File: config.mk
export PLATFORM = sky130hd
export DESIGN_NAME = uart_text_console
export DESIGN_NICKNAME = d
export VERILOG_FILES = /design/src/rtl/uart_text_console_pkg.sv /design/src/rtl/uart_text_console_cursor.sv /design/src/rtl/uart_text_console.sv
export SDC_FILE = /design/constraint.sdc
export NUM_CORES = 1
export LEC_CHECK = 0
export ABC_AREA = 0
export BUFFER_PORTS_ARGS = -buffer_cell sky130_fd_sc_hd__buf_2
export CORE_MARGIN = 10
export CORE_UTILIZATION = 55
export DETAILED_ROUTE_END_ITERATION = 10
export PLACE_DENSITY = 0.76
export SLEW_MARGIN = 0
export SYNTH_ARGS = -nofsm -noshare
export SYNTH_HDL_FRONTEND = slang
export SYNTH_SLANG_ARGS = --single-unit
File: constraint.sdc
create_clock -name clk -period 5.7 [get_ports clk]
set_input_delay 0.285 -clock clk [delete_from_list [all_inputs] [get_ports clk]]
set_output_delay 0.285 -clock clk [all_outputs]
set_load 0.03 [all_outputs]
File: src/rtl/uart_text_console_pkg.sv
// Shared definitions for the text console: ASCII control codes, FSM states,
// cursor operations and the byte-to-operation decoder.
package uart_text_console_pkg;

    localparam logic [7:0] ASCII_BS  = 8'h08;
    localparam logic [7:0] ASCII_TAB = 8'h09;
    localparam logic [7:0] ASCII_LF  = 8'h0A;
    localparam logic [7:0] ASCII_FF  = 8'h0C;
    localparam logic [7:0] ASCII_CR  = 8'h0D;
    localparam logic [7:0] ASCII_SP  = 8'h20;

    typedef enum logic [2:0] {
        S_START,
        S_IDLE,
        S_WRITE,
        S_CLEAR_LINE,
        S_CLEAR_ALL
    } state_t;

    typedef enum logic [2:0] {
        OP_NONE,
        OP_ADVANCE,
        OP_CR,
        OP_LF,
        OP_BS,
        OP_TAB,
        OP_HOME
    } cursor_op_t;

    function automatic logic is_printable(input logic [7:0] c);
        return (c >= 8'h20) && (c <= 8'h7E);
    endfunction

    function automatic cursor_op_t decode_op(input logic [7:0] c);
        if (is_printable(c)) return OP_ADVANCE;
        case (c)
            ASCII_CR:  return OP_CR;
            ASCII_LF:  return OP_LF;
            ASCII_BS:  return OP_BS;
            ASCII_TAB: return OP_TAB;
            ASCII_FF:  return OP_HOME;
            default:   return OP_NONE;
        endcase
    endfunction

endpackage

File: src/rtl/uart_text_console_cursor.sv
// Cursor position, scroll offset and physical row base address of the text console.
// Applies one cursor operation per cycle and flags when a newline will scroll.
module console_cursor
    import uart_text_console_pkg::*;
#(
    parameter int COLS   = 50,
    parameter int ROWS   = 15,
    parameter int ADDR_W = 12,
    parameter int TAB_W  = 4
) (
    input  logic                    clk,
    input  logic                    reset,
    input  cursor_op_t              op,
    output logic [$clog2(COLS)-1:0] x,
    output logic [$clog2(ROWS)-1:0] y,
    output logic [$clog2(ROWS)-1:0] scroll_row,
    output logic [ADDR_W-1:0]       row_base,
    output logic                    will_scroll
);
    localparam int XW     = $clog2(COLS);
    localparam int YW     = $clog2(ROWS);
    localparam int TAB_SH = $clog2(TAB_W);
    localparam logic [ADDR_W-1:0] LAST_ROW_BASE = ADDR_W'(COLS * ROWS - COLS);

    logic [XW:0] tab_x;
    logic        newline;

    always_comb begin
        tab_x       = (({1'b0, x} >> TAB_SH) + (XW + 1)'(1)) << TAB_SH;
        newline     = (op == OP_LF)
                   || ((op == OP_ADVANCE) && (x == XW'(COLS - 1)))
                   || ((op == OP_TAB) && (tab_x >= (XW + 1)'(COLS)));
        will_scroll = newline && (y == YW'(ROWS - 1));
    end

    always_ff @(posedge clk or negedge reset) begin
        if (!reset) begin
            x          <= '0;
            y          <= '0;
            scroll_row <= '0;
            row_base   <= '0;
        end else begin
            case (op)
                OP_ADVANCE: x <= (x == XW'(COLS - 1)) ? '0 : x + XW'(1);
                OP_CR:      x <= '0;
                OP_BS:      if (x != '0) x <= x - XW'(1);
                OP_TAB:     x <= newline ? '0 : tab_x[XW-1:0];
                OP_HOME: begin
                    x          <= '0;
                    y          <= '0;
                    scroll_row <= '0;
                    row_base   <= '0;
                end
                default: ;
            endcase
            // Moving down a row and scrolling both advance the physical row by one.
            if (newline) begin
                if (will_scroll)
                    scroll_row <= (scroll_row == YW'(ROWS - 1)) ? '0 : scroll_row + YW'(1);
                else
                    y <= y + YW'(1);
                row_base <= (row_base >= LAST_ROW_BASE) ? row_base - LAST_ROW_BASE
                                                        : row_base + ADDR_W'(COLS);
            end
        end
    end

endmodule

File: src/rtl/uart_text_console.sv
// Character-terminal front end: turns an accepted byte stream into VRAM write
// strobes, with cursor handling, line wrap, hardware scroll and screen clear.
module uart_text_console
    import uart_text_console_pkg::*;
#(
    parameter int COLS   = 50,
    parameter int ROWS   = 15,
    parameter int ADDR_W = 12,
    parameter int ATTR_W = 8,
    parameter int TAB_W  = 4
) (
    input  logic                    clk,
    input  logic                    reset,
    input  logic                    char_valid,
    input  logic [7:0]              char_data,
    output logic                    char_ready,
    input  logic [ATTR_W-1:0]       attr,
    output logic                    vram_ce,
    output logic [ADDR_W-1:0]       vram_addr,
    output logic [ATTR_W+7:0]       vram_data,
    output logic [$clog2(ROWS)-1:0] scroll_row,
    output logic [$clog2(COLS)-1:0] cursor_x,
    output logic [$clog2(ROWS)-1:0] cursor_y
);
    localparam logic [ADDR_W-1:0] LINE_LAST = ADDR_W'(COLS - 1);
    localparam logic [ADDR_W-1:0] ALL_LAST  = ADDR_W'(COLS * ROWS - 1);

    state_t            state;
    cursor_op_t        op;
    logic              accept;
    logic              will_scroll;
    logic              pend_scroll;
    logic [ADDR_W-1:0] row_base;
    logic [ADDR_W-1:0] clr_cnt;
    logic [ADDR_W-1:0] cell_addr;
    logic [ATTR_W-1:0] attr_q;

    always_comb begin
        accept    = (state == S_IDLE) && char_ready && char_valid;
        op        = accept ? decode_op(char_data) : OP_NONE;
        cell_addr = row_base + ADDR_W'(cursor_x);
    end

    console_cursor #(
        .COLS   (COLS),
        .ROWS   (ROWS),
        .ADDR_W (ADDR_W),
        .TAB_W  (TAB_W)
    ) u_cursor (
        .clk         (clk),
        .reset       (reset),
        .op          (op),
        .x           (cursor_x),
        .y           (cursor_y),
        .scroll_row  (scroll_row),
        .row_base    (row_base),
        .will_scroll (will_scroll)
    );

    always_ff @(posedge clk or negedge reset) begin
        if (!reset) begin
            state       <= S_START;
            char_ready  <= 1'b0;
            vram_ce     <= 1'b0;
            vram_addr   <= '0;
            vram_data   <= '0;
            clr_cnt     <= '0;
            attr_q      <= '0;
            pend_scroll <= 1'b0;
        end else begin
            vram_ce <= 1'b0;
            case (state)
                S_START: begin
                    attr_q  <= attr;
                    clr_cnt <= '0;
                    state   <= S_CLEAR_ALL;
                end
                S_IDLE: if (accept) begin
                    attr_q      <= attr;
                    char_ready  <= 1'b0;
                    pend_scroll <= will_scroll;
                    clr_cnt     <= '0;
                    state       <= (char_data == ASCII_FF) ? S_CLEAR_ALL : S_WRITE;
                    // Writes use the pre-update cursor; the cursor moves on this same edge.
                    if (is_printable(char_data)) begin
                        vram_ce   <= 1'b1;
                        vram_addr <= cell_addr;
                        vram_data <= {attr, char_data};
                    end else if ((char_data == ASCII_BS) && (cursor_x != '0)) begin
                        vram_ce   <= 1'b1;
                        vram_addr <= cell_addr - ADDR_W'(1);
                        vram_data <= {attr, ASCII_SP};
                    end
                end
                S_WRITE: begin
                    if (pend_scroll) begin
                        state <= S_CLEAR_LINE;
                    end else begin
                        state      <= S_IDLE;
                        char_ready <= 1'b1;
                    end
                end
                S_CLEAR_LINE: begin
                    vram_ce   <= 1'b1;
                    vram_addr <= row_base + clr_cnt;
                    vram_data <= {attr_q, ASCII_SP};
                    clr_cnt   <= clr_cnt + ADDR_W'(1);
                    if (clr_cnt == LINE_LAST) begin
                        state      <= S_IDLE;
                        char_ready <= 1'b1;
                    end
                end
                S_CLEAR_ALL: begin
                    vram_ce   <= 1'b1;
                    vram_addr <= clr_cnt;
                    vram_data <= {attr_q, ASCII_SP};
                    clr_cnt   <= clr_cnt + ADDR_W'(1);
                    if (clr_cnt == ALL_LAST) begin
                        state      <= S_IDLE;
                        char_ready <= 1'b1;
                    end
                end
                default: state <= S_IDLE;
            endcase
        end
    end

endmodule

==> impl_results.md <==
- CP arrival: 3370 ps
- Die area: 14200 um2
- Initial antenna violation count: 0
- Num CTS Buffers: 9
- Setup Fix Bufs, Post-CTS: 0
- Max VDD drop: 127 uV
- Slowest CP cell: dfrtp_1
- Gate Count Post-Synth: 607
- Post-synth EDFFs: 0
- Initial core utilization: 0.558
- P&R area growth vs syn: 10.5%
- Slowest Stage Delay on Critical Path: 610 ps
- Most frequent cells in the layout: dfrtp_1, nand2_1, buf_2, nor2_1, a21oi_1
- Cts hold-fix bufs: 0
- Synth Area per Inst: 8.90 um2
- Share of post-route cells with drive strength above 1: 0.167
- Nets: 700
- Setup TNS: 0 ps
- Clock Path Buffers: 2
- Worst Path Required: 5990 ps
- Syn Nets: 655
- Vias per inst: 6.18
- Die Wd: 119 um
- Root buf cell: clkbuf_8
- Post-Place Setup Slack: 2480 ps
- Power per Cell Area: 176 nW/um2
- Clk_lat worst skew: 360 ps
- Max Cap Violations: 0
- Ranking of synthesized cells by area: dfrtp_1, ha_1, nand2_1
- WS Path Type: reg -> reg
- Post-synth top flop: dfrtp_1
- Max-slew violations: 0
- Most area-hungry cell type in the Yosys netlist: dfrtp_1
- Synth unique cells: 80
- LEAKAGE: 0.00270 uW
- Register bit total from synthesis: 79
- DRT Pass-1 Iters: 5
- Post-Syn Area: 5410 um2
- Hold Path Class: in -> async
- Rows: 36
- Register area share after synthesis: 0.366
- Post-Route Skew: 12.8 ps
- Crit start category: flop
- Iteration-0 DRC Markers: 339
- Outcome: complete, no violations
- Clk slew on worst S/H paths: 80 ps
- Crit-path cells: ha_1 > a21o_1 > a221oi_1 > o211ai_1 > a2111oi_0 > xor2_1 > o311a_1 > a21oi_1
- GRT Residual Overflow: 0
- Worst setup EP type: flop
- First-pass GRT wire length: 23.6 mm
- DIE HEIGHT: 119 um
- Total core area: 9680 um2
- Largest net degree at the start of global routing: 80
- GRT Total Usage: 0.196
- Post-synth ARST share: 1.00
- IO buf count: 62
- Final WL: 13.9 mm
- Unrepaired setup endpoints after global routing: false
- Worst-path fanout max: 12
- H-tree depth: 3
- Clock sink total: 79
- Top cell type's share of synthesized area: 0.366
- Ports: 63
- Via count of the first global-routing pass: 4774
- Fin. Hold Viols: 0
- Fin crit share: 0.541
- Slew @ Worst Pin: 1020 ps
- CTS tree: done
- Final worst setup slack: 2620 ps
- Ys Warns: 0
- Fmax: 0.324 GHz
- Post-layout min period: 3080 ps
- Hpwl dp: 10.1 mm
- Most common cell after layout, fill and taps aside: dfrtp_1
- Diode count: 0
- Avg WL per Cell: 17.6 um
- # resized after CTS: 0
- Routed vias: 4884
- Antenna viol nets, final: 0
- DRC errors left: 0
- Final setup vio count: 0
- Max_slew headroom: 0.323
- Routability cong.: 0.928
==> sequential cells by signal (all words and copies together), names as in the netlist <==
register	count
vram_data	16
clr_cnt	12
vram_addr	12
u_cursor.row_base	11
attr_q	8
u_cursor.x	6
u_cursor.scroll_row	4
u_cursor.y	4
state	3
char_ready	1
pend_scroll	1
vram_ce	1
==> synthesized netlist by cell type (3+ instances only) <==
master / count
buf_2: 5
mux2_2: 9
nor2_1: 45
nand2_1: 63
a21oi_1: 41
dfrtp_1: 79
a221oi_1: 7
mux2i_1: 15
nand3b_1: 3
nor3b_1: 5
o31ai_1: 9
nor4_1: 4
clkbuf_1: 19
nand2b_1: 7
xor2_1: 10
nor4b_1: 5
xnor2_1: 22
and3_1: 6
o21ai_0: 37
a211oi_1: 6
nor3_1: 11
a21o_1: 7
o21a_1: 7
buf_4: 3
ha_1: 29
a31o_2: 4
or2_2: 3
or3_1: 6
o311a_1: 3
a31oi_1: 10
nand4_1: 4
o22ai_1: 5
nand3_1: 28
inv_1: 22
o211ai_1: 4
==> logic make-up after synthesis <==
logic type	Yosys count	synth area share
XOR/XNOR	32	0.0519
flip-flops	79	0.366
AO/OA/AOI/OAI	177	0.224
adder cells (fa/ha/maj)	30	0.0690
AND/OR/NAND/NOR	212	0.201
buffers and inverters	53	0.0414
multiplexers	24	0.0465
==> path summary, 6_finish.rpt <==
| path | from | end | slack [ps] | cells past startpoint |
|---|---|---|---|---|
| max | u_cursor.row_base[4]$_DFFE_PN0P_ | vram_addr[9]$_DFFE_PN0P_ | 2620 | 8 |
| min | reset | vram_data[0]$_DFFE_PN0P_ | 70 | 1 |
| max reg2reg | u_cursor.row_base[4]$_DFFE_PN0P_ | vram_addr[9]$_DFFE_PN0P_ | 2620 | 8 |
| min reg2reg | vram_data[3]$_DFFE_PN0P_ | vram_data[3]$_DFFE_PN0P_ | 480 | 2 |
| max in group asynchronous | reset | u_cursor.y[0]$_DFF_PN0_ | 4940 | 1 |
| min in group clk | attr[1] | attr_q[1]$_DFFE_PN0P_ | 170 | 2 |
==> critical path, delay by kind of cell, from the launching register on <==
kind / cells / cell delay, ps
adders and majority gates: 1 / 360
DFF: 1 / 610
xor gates and xnor gates: 1 / 130
AOI/OAI and AO/OA: 6 / 1920
==> metal layers <==
layer / wire [um] / vias to the layer above / GRT usage
li1: - / 2338 / -
met1: 6010 / 2358 / 0.248
met2: 6800 / 164 / 0.322
met3: 791 / 24 / 0.0378
met4: 303 / 0 / 0.0763
met5: 0 / - / 0
==> per-stage QoR <==
stage                util  hold slack [ps]  total power (uW)  std cells  cell area (um2)
floorplan               -            -10.6               600        607             5410
global route        0.617              154              1080        790             5970
detailed placement  0.595              458               626        774             5770
finish              0.617             70.5              1050        790             5970
CTS                 0.617              141              1060        790             5970
global placement    0.595              453               624        774             5770
==> power breakdown <==
group	total, uW	switching, uW	internal (uW)
sequential	569	2.94	566
clock	439	222	217
combinational	45.1	30.8	14.3
total	1050	256	797
==> area by class of cell <==
type | instances | area [um2]
sequential | 79 | 1980
timing repair buffer | 64 | 328
fill | 825 | 3710
tap | 133 | 166
inverter | 23 | 86.3
multi-input combinational | 475 | 3210
clock buffer | 10 | 138
clock inverter | 6 | 66.3
(Power assumes the default switching activity.)
